==> src/rtl/lsu_access_sequencer.sv <==
// Load/store sequencer for a word-organised, byte-enabled, 1-cycle-read data memory.
// Steers byte lanes, splits word-crossing accesses into two beats and sign-extends loads.
module lsu_access_sequencer #(
    parameter int ADDR_W = 9
) (
    input  logic              i_clk,
    input  logic              i_reset,
    input  logic              i_req,
    input  logic              i_wren,
    input  logic [31:0]       i_addr,
    input  logic [1:0]        i_size,
    input  logic              i_signed,
    input  logic [31:0]       i_st_data,
    output logic              o_ready,
    output logic              o_done,
    output logic [31:0]       o_ld_data,
    output logic              o_split,
    output logic              o_mem_en,
    output logic              o_mem_wren,
    output logic [ADDR_W-1:0] o_mem_addr,
    output logic [3:0]        o_mem_bmask,
    output logic [31:0]       o_mem_wdata,
    input  logic [31:0]       i_mem_rdata
);

    typedef enum logic [2:0] {IDLE, B0, B1, CAP, DONE} state_t;

    state_t            state, state_nx;
    logic [ADDR_W+1:0] addr_q;
    logic [1:0]        size_q;
    logic              wren_q, signed_q;
    logic [31:0]       st_data_q, low_q;
    logic              accept;

    logic [1:0]        off;
    logic [3:0]        base;
    logic [7:0]        m8;
    logic [63:0]       w64, r64;
    logic [ADDR_W-1:0] idx0, idx1;
    logic [31:0]       ld_result;
    logic              unused_bits;

    function automatic logic needs_split(input logic [1:0] size, input logic [1:0] a);
        case (size)
            2'b00:   return 1'b0;
            2'b01:   return a == 2'd3;
            default: return a != 2'd0;
        endcase
    endfunction

    assign accept = i_req && (state == IDLE);

    always_ff @(posedge i_clk) begin
        if (i_reset) state <= IDLE;
        else         state <= state_nx;
    end

    always_comb begin
        state_nx = state;
        case (state)
            IDLE: if (accept) state_nx = B0;
            B0:   state_nx = o_split ? B1 : (wren_q ? DONE : CAP);
            B1:   state_nx = wren_q ? DONE : CAP;
            CAP:  state_nx = DONE;
            DONE: state_nx = IDLE;
            default: state_nx = IDLE;
        endcase
    end

    // Lane steering: everything derives from the latched request, never from live inputs.
    always_comb begin
        off = addr_q[1:0];
        case (size_q)
            2'b00:   base = 4'b0001;
            2'b01:   base = 4'b0011;
            default: base = 4'b1111;
        endcase
        m8   = {4'b0000, base} << off;
        w64  = {32'h0, st_data_q} << {off, 3'b000};
        idx0 = addr_q[ADDR_W+1:2];
        idx1 = idx0 + ADDR_W'(1);
    end

    // In CAP, i_mem_rdata holds the last beat's word: beat1 when split, otherwise beat0.
    always_comb begin
        r64 = (o_split ? {i_mem_rdata, low_q} : {32'h0, i_mem_rdata}) >> {off, 3'b000};
        case (size_q)
            2'b00:   ld_result = {{24{signed_q & r64[7]}},  r64[7:0]};
            2'b01:   ld_result = {{16{signed_q & r64[15]}}, r64[15:0]};
            default: ld_result = r64[31:0];
        endcase
    end

    // NOTE: sequential state uses non-blocking assignments so every register samples pre-edge values.
    always_ff @(posedge i_clk) begin
        if (i_reset) begin
            addr_q    <= '0;
            size_q    <= '0;
            wren_q    <= 1'b0;
            signed_q  <= 1'b0;
            st_data_q <= '0;
            low_q     <= '0;
            o_split   <= 1'b0;
            o_ld_data <= '0;
        end else begin
            if (accept) begin
                addr_q    <= i_addr[ADDR_W+1:0];
                size_q    <= i_size;
                wren_q    <= i_wren;
                signed_q  <= i_signed;
                st_data_q <= i_st_data;
                o_split   <= needs_split(i_size, i_addr[1:0]);
            end
            if (state == B1)
                low_q <= i_mem_rdata;
            if (state == CAP)
                o_ld_data <= ld_result;
        end
    end

    // NOTE: every output gets a default before the case so no latch is inferred.
    always_comb begin
        o_ready     = (state == IDLE);
        o_done      = (state == DONE);
        o_mem_en    = 1'b0;
        o_mem_wren  = 1'b0;
        o_mem_addr  = '0;
        o_mem_bmask = 4'b0000;
        o_mem_wdata = 32'h0;
        case (state)
            B0: begin
                o_mem_en    = 1'b1;
                o_mem_wren  = wren_q;
                o_mem_addr  = idx0;
                o_mem_bmask = m8[3:0];
                o_mem_wdata = w64[31:0];
            end
            B1: begin
                o_mem_en    = 1'b1;
                o_mem_wren  = wren_q;
                o_mem_addr  = idx1;
                o_mem_bmask = m8[7:4];
                o_mem_wdata = w64[63:32];
            end
            default: ;
        endcase
    end

    assign unused_bits = ^{i_addr[31:ADDR_W+2], r64[63:32]};

endmodule

==> config.mk <==
export PLATFORM = sky130hd
export DESIGN_NAME = lsu_access_sequencer
export DESIGN_NICKNAME = d
export VERILOG_FILES = /design/src/rtl/lsu_access_sequencer.sv
export SDC_FILE = /design/constraint.sdc
export NUM_CORES = 1
export LEC_CHECK = 0
export CORE_ASPECT_RATIO = 1.5
export CORE_UTILIZATION = 53
export CTS_CLUSTER_DIAMETER = 100
export DETAILED_ROUTE_END_ITERATION = 8
export PLACE_DENSITY = 0.92
export SKIP_LAST_GASP = 1
export SYNTH_ARGS = -nofsm -noshare
export SYNTH_HDL_FRONTEND = slang
export SYNTH_SLANG_ARGS = --single-unit
==> constraint.sdc <==
create_clock -name i_clk -period 3.4 [get_ports i_clk]
set_input_delay 0.34 -clock i_clk [delete_from_list [all_inputs] [get_ports i_clk]]
set_output_delay 0.34 -clock i_clk [all_outputs]
set_load 0.1 [all_outputs]
==> impl_metrics.tcl, run 1 <==
set metrics [dict create \
    drive_gt1_frac 0.165 \
    num_antenna_cells 0 \
    via_count 6935 \
    critPathMaxFanout 17 \
    cts_tree "built" \
    reg2reg_to "o_ld_data[14]$_SDFFE_PP0N_" \
    yosysUniqueCellTypes 54 \
    hold-path-endpoint "size_q[1]$_SDFFE_PP0P_" \
    hpwl_um 14400 \
    synth_common_cells "211 x nand2_1, 115 x dfxtp_1, 108 x a21oi_1, 65 x nor2_1" \
    cts_buffer_depth 2 \
    postSynthAreaPerCell_um2 7.81 \
    multi_input_area_um2 3890 \
    status "finished clean" \
    min_path_cells 2 \
    rsz0062_at_grt "false" \
    ctsResizeCount 0 \
    synth_area_leaders "dfxtp_1 35%, nand2_1 12%, a21oi_1 8.2%, mux2i_1 6.4%, mux2_2 4.3%" \
    cts.sinks 115 \
    synthFlopType "dfxtp_1" \
    via_per_inst 6.12 \
    clock_latency_ps 410 \
    place.port_buffers 163 \
    synth_area_um2 6590 \
    switching_power_uw 2420 \
    io_pins 185 \
    yosys_warnings 0 \
    htree_levels 4 \
    switching_share 0.415 \
    detail_route.first_pass.iterations 6 \
    grt_usage 0.331 \
    fmaxAchievable_mhz 326 \
    synth.largest_area_cell "dfxtp_1" \
    core_area_um2 12100 \
    r2r_slack_ps 950 \
    tightest_slew_ps 1020 \
    synth_seq_cells 115 \
    r2r_cells 6 \
    root_buffer "clkbuf_16" \
    pwr-share-seq 0.288 \
    finalSetupViolCount 0 \
    slew_headroom 0.316 \
    dieWidth_um 93.1 \
    critPathLaunchType "flip-flop" \
    register_area_um2 2310 \
    p_leak_uw 0.00317 \
    synth_edf_count 0 \
    drv_slew 0 \
    grt_overflow 0 \
    grt_pass1_wl_um 33400 \
    die_h_um 139 \
    hold_viol_final 0 \
    r2r-start "addr_q[1]$_SDFFE_PP0P_" \
    arrival_ps 2720 \
    cts_hold_buffers 0 \
    grt_antenna_before_repair 0 \
    highest_layer "met4" \
    drv_cap 0 \
    post_cts_buffers 0 \
    wl_met1_um 7320 \
    ys_seq_area_frac 0.349 \
    min_period_ps 3060 \
    fin_ws_ps 335 \
    hold_slack_ps 399 \
    fin_skew_ps 7.68 \
    post-route-util 0.744 \
    power_density_nw_per_um2 648 \
    required_ps 3060 \
    wl_per_cell_um 18.7 \
    final.setup.tns_ps 0 \
    ant_nets 0 \
    clkTransAtPathRegs_ps 60 \
    wl_met3_um 1580 \
    dieArea_um2 12900 \
    numCtsBuffers 17 \
    endpoint_kind "primary output" \
    async_reset_ff_frac 0 \
    met2_length_um 11000 \
    fin_nets 1072 \
    syn_inst 844 \
    clockPowerShare 0.310 \
    synth_fp_nets 948 \
    routed_wl_um 21200 \
    ir_drop_uv 447 \
    drtIter0Drc 472 \
    yosys.area.top_type_share 0.349 \
    fin_crit_sh 0.901 \
    grt_max_degree 104 \
    grt_pass1_vias 6736 \
    area_growth_pct 36.2 \
    rows 49 \
    hold_start "i_reset" \
    combPwrFrac 0.401 \
    gp_congestion 0.920 \
    start_util 0.546 \
    crit_type "flip-flop to primary output" \
    power_uw 5820 \
    place_ws_ps 818 \
    hold_path_class "primary input to flip-flop" \
    drc 0 \
    nFillCells 840 \
    yosysMostFrequentCell "nand2_1" \
    internal_power_uw 3410 \
]
-- cells in the final DEF (no fill, tap or decap), types with 3 or more instances in the layout --
master           netlist  routed
a211oi_1              34      34
a311oi_1               7       7
buf_12                 0      28
nor2_1                65      65
mux2i_1               42      42
bufinv_16              0       3
mux4_2                 9       9
a211oi_2               8       8
dfxtp_1              115     112
o22ai_1                9       9
o21ai_0               42      27
o21ai_1                1      16
nor3b_1                9       9
clkbuf_16              0      17
a31oi_1                3       3
nand2_1              211     210
clkdlybuf4s50_1        0     112
and3_1                11      11
nor2b_1                8       8
nand3_1                5       5
a21oi_1              108     108
o22a_1                 8       8
a22oi_1               10      10
inv_1                  4       4
clkinv_2               0       4
buf_4                  3      38
a221oi_1               7       7
mux2_2                25      25
-- routing by layer --
metal | global-route usage | vias up
met5 | 0 | -
met4 | 0.230 | 0
met2 | 0.573 | 387
met3 | 0.0768 | 90
li1 | - | 3226
met1 | 0.347 | 3232
-- flip-flops by register name, indices dropped and copies added (netlist names) --
register   cells
addr_q        11
low_q         32
o_ld_data     32
o_split        1
signed_q       1
size_q         2
st_data_q     32
state          3
wren_q         1
-- power groups by stage --
stage	logic, uW	clock network, uW	registers, uW
5_1_grt	2470	1870	1700
2_1_floorplan	1520	0	1860
3_5_place_dp	2300	0	1700
3_3_place_gp	2260	0	1680
6_report	2340	1810	1680
4_1_cts	2320	1820	1670
-- critical path: stages, from the launching register on --
cell	delay, ps
dfxtp_1	460
nor3b_2	210
buf_4	240
nand2_1	70
buf_4	180
nor2_1	570
nand2_1	120
o21ai_1	220
buf_12	220
-- worst max-delay path by stage --
stage / from / slack [ps] / cells after the start / end
after floorplan: state[0]$_SDFFE_PP0P_ / -370 / 5 / o_mem_bmask[2]
after global placement: state[0]$_SDFFE_PP0P_ / 860 / 8 / o_mem_wdata[0]
after detailed placement: state[0]$_SDFFE_PP0P_ / 820 / 8 / o_mem_wdata[0]
after CTS: state[0]$_SDFFE_PP0P_ / 410 / 8 / o_mem_wdata[0]
after global routing: state[0]$_SDFFE_PP0P_ / 190 / 8 / o_mem_wdata[4]
final: state[0]$_SDFFE_PP0P_ / 340 / 8 / o_mem_wdata[0]
-- through the flow --
stage	instance area, um^2	std cells
2_1_floorplan	6600	844
3_3_place_gp	8380	1102
3_5_place_dp	8380	1102
4_1_cts	8980	1134
5_1_grt	8980	1134
6_report	8980	1134
-- kinds of logic after synthesis --
group	synth area share
flops	0.349
xor+xnor	0.00266
fa+ha+maj	0.00190
buf+inv	0.0626
compound gates	0.241
simple gates	0.203
mux	0.139
-- cell type report --
| class | instances | share of cell area |
|---|---|---|
| well taps | 153 | 0.0213 |
| repair buffers | 179 | 0.219 |
| inverters | 6 | 0.00251 |
| flip-flops and latches | 115 | 0.257 |
| multi-input cells | 649 | 0.433 |
| clock inverters | 13 | 0.0175 |
| clock buffers | 19 | 0.0493 |
Note: power is estimated with default switching activity, not from simulation.
==> run 2, diff against run 1 <==
ABC_AREA = 1   (was not set)
CORE_UTILIZATION = 54   (was 53)
CTS_BUF_LIST = sky130_fd_sc_hd__clkbuf_8   (was not set)
PLACE_DENSITY = 0.93   (was 0.92)
==> run 2 against run 1 <==
Effect of this change:
- non-clock buffer count shrank 1
- sequential cell count did not move
- worst setup slack improved by 230 ps
- core utilization increased by 1.1 points
- register-to-register slack better by 230 ps
- global-route usage rose by 1.6 points
- largest cell class unchanged
- largest power group unchanged
==> impl_metrics.tcl, run 2 <==
set metrics [dict create \
    gp_congestion 0.990 \
    ir_drop_uv 628 \
    rows 49 \
    area_growth_pct 35.8 \
    htree_levels 4 \
    arrival_ps 2490 \
    tightest_slew_ps 1010 \
    ctsResizeCount 0 \
    clkTransAtPathRegs_ps 70 \
    synthFlopType "dfxtp_1" \
    place.port_buffers 163 \
    synth_fp_nets 1156 \
    critPathMaxFanout 53 \
    finalSetupViolCount 0 \
    power_density_nw_per_um2 886 \
    start_util 0.556 \
    via_count 7801 \
    grt_pass1_wl_um 35100 \
    path_cells "buf_4, nand2_1, o21ai_0, inv_1, o21ai_0, buf_12" \
    fin_nets 1279 \
    numCtsBuffers 17 \
    synth_edf_count 0 \
    critPathLaunchType "flip-flop" \
    drv_cap 0 \
    layout_common_cells "233 x nand2_1, 180 x o21ai_0, 114 x clkdlybuf4s50_1" \
    syn_inst 1052 \
    grt_usage 0.347 \
    detail_route.first_pass.iterations 6 \
    yosys_warnings 0 \
    drv_slew 0 \
    hpwl_um 15000 \
    num_antenna_cells 0 \
    rsz0062_at_grt "false" \
    root_buffer "clkbuf_8" \
    final_common_cell "nand2_1" \
    clock_latency_ps 450 \
    hold_viol_final 0 \
    wl_per_cell_um 16.4 \
    async_reset_ff_frac 0 \
    hold_path_class "flip-flop to flip-flop" \
    core_area_um2 12000 \
    crit_type "flip-flop to primary output" \
    path_common_cell "o21ai_0" \
    drc 0 \
    max_stage_delay_ps 590 \
    slowest_stage "dfxtp_2" \
    postSynthAreaPerCell_um2 6.35 \
    dieArea_um2 12800 \
    ant_nets 0 \
    cts.sinks 115 \
    grt_max_degree 64 \
    synth_common_cells "233 x nand2_1, 184 x o21ai_0, 115 x dfxtp_1, 99 x nand3_1, 92 x inv_1" \
    yosysUniqueCellTypes 35 \
    grt_pass1_vias 7370 \
    yosysMostFrequentCell "nand2_1" \
    fin_skew_ps 14.2 \
    cts_tree "built" \
    synth_seq_cells 115 \
    grt_antenna_before_repair 0 \
    post_cts_buffers 0 \
    yosys.area.top_type_share 0.345 \
    power_uw 8030 \
    final.setup.tns_ps 0 \
    via_per_inst 5.82 \
    status "finished clean" \
    endpoint_kind "primary output" \
    min_period_ps 2830 \
    p_leak_uw 0.00358 \
    cts_hold_buffers 0 \
    fin_crit_sh 0.834 \
    fmaxAchievable_mhz 353 \
    synth.largest_area_cell "dfxtp_1" \
    top_regs "low_q: 32 flops, o_ld_data: 32 flops, st_data_q: 32 flops" \
    cts_buffer_depth 2 \
    grt_overflow 0 \
    drive_gt1_frac 0.120 \
    synth_area_um2 6680 \
    io_pins 185 \
    slew_headroom 0.325 \
    die_h_um 138 \
    drtIter0Drc 626 \
    routed_wl_um 22100 \
    ys_seq_area_frac 0.345 \
    dieWidth_um 92.8 \
    post-route-util 0.755 \
    required_ps 3060 \
    synth_area_leaders "dfxtp_1 34%, o21ai_0 14%, nand2_1 13%, nand3_1 7.4%, a21oi_1 6.8%" \
]
-- run 2: changes by cell type after synthesis, sizes merged, moves of 37 or more --
cell,previous run,this run
o21ai,44,193
inv,5,101
nand3,5,100
mux2i,42,0
a211oi,42,1
nor2,66,103
-- run 2: path summary, 6_finish.rpt --
check                         startpoint                          to  slack [ps]  cells after the start
setup / recovery  addr_q[0]$_SDFFE_PP0P_              o_mem_wdata[8]         570                      6
hold / removal     low_q[5]$_SDFFE_PP0N_       low_q[5]$_SDFFE_PP0N_         450                      2
setup reg to reg  addr_q[0]$_SDFFE_PP0P_  o_ld_data[20]$_SDFFE_PP0N_        1180                     10
hold reg to reg    low_q[5]$_SDFFE_PP0N_       low_q[5]$_SDFFE_PP0N_         450                      2
-- run 2: routing by layer --
layer | part of all wire | GRT usage | vias up
met4 | 0.055 | 0.209 | 0
met5 | 0 | 0 | -
met3 | 0.079 | 0.0627 | 70
li1 | - | - | 3727
met1 | 0.36 | 0.383 | 3579
met2 | 0.51 | 0.606 | 425
-- run 2: kinds of logic after synthesis --
family          after synthesis  share of synthesized area
fa+ha+maj                     1                    0.00187
compound gates              316                      0.250
flops                       115                      0.345
simple gates                445                      0.291
buf+inv                     175                      0.112
-- run 2: layout make-up --
cell class | instances | area [um^2]
clock buffer | 19 | 262
clock inverter | 13 | 255
fill | 972 | 2950
inverter | 101 | 379
multi-input combinational | 762 | 3640
sequential | 115 | 2310
tap | 153 | 191
timing repair buffer | 178 | 2030
-- run 2: metrics by stage --
step / hold slack [ps] / area, um^2 / std cells / worst slack [ps]
after floorplan: 429 / 6690 / 1052 / -82.1
after global placement: 438 / 8550 / 1309 / 1090
after detailed placement: 446 / 8550 / 1309 / 1090
after CTS: 456 / 9070 / 1341 / 586
after global routing: 481 / 9070 / 1341 / 414
final: 453 / 9070 / 1341 / 565
-- run 2: worst max-delay path, delay by kind of cell (launching register included) --
kind | cells | cell delay (ps)
AND/OR/NAND/NOR | 1 | 100
AO/OA/AOI/OAI | 2 | 520
buffers and inverters | 3 | 830
flip-flops | 1 | 590
-- run 2: report_power, final --
part,switching (uW),internal (uW)
Clock,598,1060
Combinational,3240,1190
Sequential,254,1690
==> run 3, diff against run 2 <==
CORE_UTILIZATION = 45   (was 54)
PLACE_DENSITY = 0.84   (was 0.93)
clock period = 2.6 ns   (was 3.4 ns; I/O delays follow)
==> run 3 against run 2 <==
Effect of this change:
- the run now ends with DRC left
- clock skew is 0.62 ps lower
- hold slack worse by 14 ps
- via count fell by 2.4%
- critical endpoint is now o_mem_wdata[4]
- largest cell class unchanged
==> impl_metrics.tcl, run 3 (synthesis gave the netlist of run 2 again) <==
set metrics [dict create \
    area_growth_pct 39.6 \
    grt_antenna_before_repair 0 \
    drive_gt1_frac 0.173 \
    drv_cap 0 \
    post-route-util 0.642 \
    fmaxAchievable_mhz 414 \
    status "finished, violations left" \
    num_antenna_cells 0 \
    grt_pass1_wl_um 35000 \
    post_cts_buffers 0 \
    wl_per_cell_um 16.2 \
    grt_overflow 0 \
    dieWidth_um 101 \
    r2r_slack_ps 610 \
    critPathLaunchType "flip-flop" \
    ctsResizeCount 0 \
    start_util 0.460 \
    cts_buffer_depth 2 \
    multi_input_area_um2 3750 \
    rsz0062_at_grt "false" \
    top_regs "low_q: 32 flops, o_ld_data: 32 flops, st_data_q: 32 flops" \
    fin_skew_ps 13.6 \
    drc 1 \
    cts_tree "built" \
    finalSetupViolCount 0 \
    grt_pass1_vias 7213 \
    nFillCells 1284 \
    ir_drop_uv 622 \
    fin_ws_ps 184 \
    ant_nets 0 \
    min_period_ps 2420 \
    cts.sinks 115 \
    rows 54 \
    violations "DRC" \
    io_pins 185 \
    place_area_um2 8970 \
    via_per_inst 5.46 \
    detail_route.first_pass.iterations 7 \
    core_area_um2 14500 \
    register_area_um2 2310 \
    grt_usage 0.300 \
    slew_headroom 0.656 \
    drv_slew 0 \
    required_ps 2340 \
    finish.instance_area_um2 9320 \
    place.port_buffers 163 \
    tightest_slew_ps 515 \
    power_density_nw_per_um2 1090 \
    clkTransAtPathRegs_ps 70 \
    final_common_cell "nand2_1" \
    arrival_ps 2160 \
    cts_hold_buffers 0 \
    htree_levels 4 \
    hpwl_um 16300 \
    via_count 7616 \
    gp_congestion 0.955 \
    die_h_um 151 \
    fin_crit_sh 0.929 \
    drtIter0Drc 459 \
    clock_latency_ps 430 \
    dieArea_um2 15300 \
    crit_type "flip-flop to primary output" \
    root_buffer "clkbuf_8" \
    p_leak_uw 0.00371 \
    routed_wl_um 22500 \
    hold_path_class "primary input to flip-flop" \
    endpoint_kind "primary output" \
    hold_viol_final 0 \
    critPathMaxFanout 30 \
    fin_nets 1290 \
    layout_common_cells "232 x nand2_1, 178 x o21ai_0, 112 x dfxtp_1" \
    place_ws_ps 568 \
    numCtsBuffers 17 \
    grt_max_degree 75 \
]
==> run 3: final cells by class <==
class                   count  share of cell area
well taps                 196              0.0263
clock buffers              18              0.0266
repair buffers            189               0.245
clock inverters            14              0.0107
flip-flops and latches    115               0.248
inverters                 101              0.0407
multi-input cells         762               0.403
==> run 3: where the power goes <==
group	leakage, uW	internal [uW]	switching (uW)
clock	0.000185	755	744
combinational	0.00258	1800	4400
sequential	0.000943	2220	285
==> run 3: path summary, 6_finish.rpt <==
check                              start                 endpoint  cells after the start
setup / recovery  addr_q[0]$_SDFFE_PP0P_           o_mem_wdata[4]                      5
hold / removal                i_addr[10]  addr_q[10]$_SDFFE_PP0P_                      3
setup reg to reg   state[2]$_SDFFE_PP0P_    state[0]$_SDFFE_PP0P_                      7
hold reg to reg    low_q[0]$_SDFFE_PP0N_    low_q[0]$_SDFFE_PP0N_                      2
==> run 3: through the flow <==
step | std cells | TNS [ps] | hold slack, ps | power, uW
final | 1395 | 0 | 438 | 10200
after global routing | 1395 | 0 | 437 | 10800
after CTS | 1395 | 0 | 412 | 10200
after detailed placement | 1363 | 0 | 444 | 8670
after global placement | 1363 | 0 | 439 | 8590
after floorplan | 1052 | -8220 | 408 | 6780
==> run 3: worst max-delay path: stages (launching register included) <==
cell     delay (ps)
dfxtp_4         440
buf_4           210
nor2_4          140
nand2_1         260
o21ai_0         450
buf_12          230
==> run 3: metal layers <==
| metal | up-vias | GRT usage | share of wire |
|---|---|---|---|
| li1 | 3757 | - | - |
| met1 | 3398 | 0.311 | 0.36 |
| met2 | 364 | 0.521 | 0.50 |
| met3 | 97 | 0.0581 | 0.066 |
| met4 | 0 | 0.238 | 0.077 |
| met5 | - | 0 | 0 |
==> patch: new RTL, config.mk and constraints of run 1 <==
`ADDR_W`: 9 -> 10.
--- a/src/rtl/lsu_access_sequencer.sv
+++ b/src/rtl/lsu_access_sequencer.sv
@@ -2,5 +2,5 @@
 // Steers byte lanes, splits word-crossing accesses into two beats and sign-extends loads.
 module lsu_access_sequencer #(
-    parameter int ADDR_W = 9
+    parameter int ADDR_W = 10
 ) (
     input  logic              i_clk,
Interface: changed (resized o_mem_addr); port bits go from 185 to 186. The function was not compared with the original's and may differ.
==> patch against run 1 <==
  * Cell area increased by 0.40%
  * Register-to-register slack lost 0.07 ns
  * Area after synthesis up 1.6%
  * Synthesized cell count is 2.4% higher
  * Wire length is 1.4% higher
  * Total power is essentially flat
  * Worst setup slack improved by 0.039 ns
  * Sequential cell count increased by 1
  * Core utilization is 1.6 points lower
  * Clock skew barely moved
  * Critical endpoint unchanged
==> patch: results <==
[pwr]
power.leakage_nw = 3.21
irDropWorstVdd_mv = 0.411
p_int_mw = 3.40

[final_layout]
reg.largest.list = "low_q: 32 flops, o_ld_data: 32 flops, st_data_q: 32 flops"
fillerInstances = 876
drive_above_1_share_pct = 14.9
nNetsFinal = 1093

[clock_network]
clock_tree.htree_level_count = 4
cts.root.buffer_cell = "clkbuf_16"
clk_latency_ns = 0.41
clk_pin_slew_ns = 0.05
postCtsResizedCells = 0
post-cts-setup-buffers = 0
clock_tree.buffer_depth = 2

[logic_synthesis]
synth-compound-area-share_pct = 19.3
synth.cells.most_frequent = "nand2_1, dfxtp_1, a21oi_1"
ys_async_sr_fraction_pct = 0
synth_fa_ha_area_share_pct = 0.187
synth_mux_area_share_pct = 17.2
seq_area_frac_synth_pct = 34.7
netlist_top_cells_area = "dfxtp_1, nand2_1, mux2i_1"
synth_cell_type_count = 45
synth_nets = 968
synth-xor-area-share_pct = 0.392

[place]
place_area_um2 = 8410
hpwlAfterDp_mm = 13.9
placement.io_buffers = 165
gp_congestion = 0.921

[setup_path]
critical_path.slowest_cell = "nor2_1"
regToRegStartpoint = "addr_q[0]$_SDFFE_PP0P_"
rrSetupSlack_ns = 0.88
cp.arrival_ns = 2.69
timing.reg2reg.worst_path_depth = 4
timing.critical_path.fanout_max = 11
worstReg2RegEnd = "o_ld_data[19]$_SDFFE_PP0N_"
crit_path_max_incr_delay_ns = 0.62

[global_routing]
grt_first_pass_wirelength_mm = 33.8
largest_net_degree_at_the_start_of_global_routing = 66
global_route.usage.total_pct = 33.3
vias_in_the_first_global_route = 6833
grt_antenna_before_repair = 2

[worst_hold_path]
timing.hold.worst.class = "in -> reg"
holdPathStages = 2
min_from = "i_reset"
hold_path_end = "low_q[24]$_SDFFE_PP0N_"

[detailed_routing]
detailedRoute.firstIterationViolations = 710
drt_first_pass_iters = 6
detailed_route_vias_per_instance = 6.15
avgRoutedWirePerCell_um = 18.5

[status]
outcome = "finished clean"

[timing]
fin_skew_ns = 0.00763
whs_ns = 0.447
timing.max_slew.rel_slack_pct = 34.3
## patch: metrics by stage
step | setup TNS, ns | worst slack [ns] | cells
after floorplan | -2.94 | -0.332 | 864
after global placement | 0 | 0.912 | 1126
after detailed placement | 0 | 0.874 | 1126
after CTS | 0 | 0.406 | 1158
after global routing | 0 | 0.228 | 1160
final | 0 | 0.374 | 1160
## patch: worst max-delay path by stage
stage	startpoint	cells after the start	slack (ns)	end
2_1_floorplan	state[1]$_SDFFE_PP0P_	5	-0.33	o_mem_bmask[2]
3_3_place_gp	state[0]$_SDFFE_PP0P_	6	0.91	o_mem_wdata[0]
3_5_place_dp	state[0]$_SDFFE_PP0P_	6	0.87	o_mem_wdata[0]
4_1_cts	state[0]$_SDFFE_PP0P_	6	0.41	o_mem_wdata[0]
5_1_grt	state[0]$_SDFFE_PP0P_	6	0.23	o_mem_wdata[7]
6_report	state[0]$_SDFFE_PP0P_	6	0.37	o_mem_wdata[0]
## patch: area by class of cell
| class | instances | area [um^2] | area share (%) |
|---|---|---|---|
| Antenna cell | 2 | 5.00 | 0.0555 |
| Multi-Input combinational cell | 666 | 3990 | 44.2 |
| Sequential cell | 116 | 2330 | 25.8 |
| Clock inverter | 13 | 158 | 1.75 |
| Timing Repair Buffer | 181 | 1880 | 20.8 |
| Clock buffer | 19 | 443 | 4.91 |
| Tap cell | 156 | 195 | 2.16 |
| Inverter | 7 | 26.3 | 0.291 |
## patch: per-layer routing
layer	part of all wire [%]	track usage, %
met3	9.1	7.43
met4	5.7	20.4
met5	0	0
met2	50	56.7
met1	35	37.0
## patch: kinds of logic after synthesis
| logic type | Yosys count |
|---|---|
| compound gates | 211 |
| xor+xnor | 3 |
| fa+ha+maj | 1 |
| buf+inv | 82 |
| flops | 116 |
| mux | 96 |
| simple gates | 355 |
## patch: power groups by stage
stage	registers, mW	clock network [mW]	logic [mW]
4_1_cts	1.71	1.83	2.26
6_report	1.71	1.83	2.29
3_5_place_dp	1.73	0	2.24
2_1_floorplan	1.88	0	1.52
3_3_place_gp	1.72	0	2.20
5_1_grt	1.74	1.89	2.42
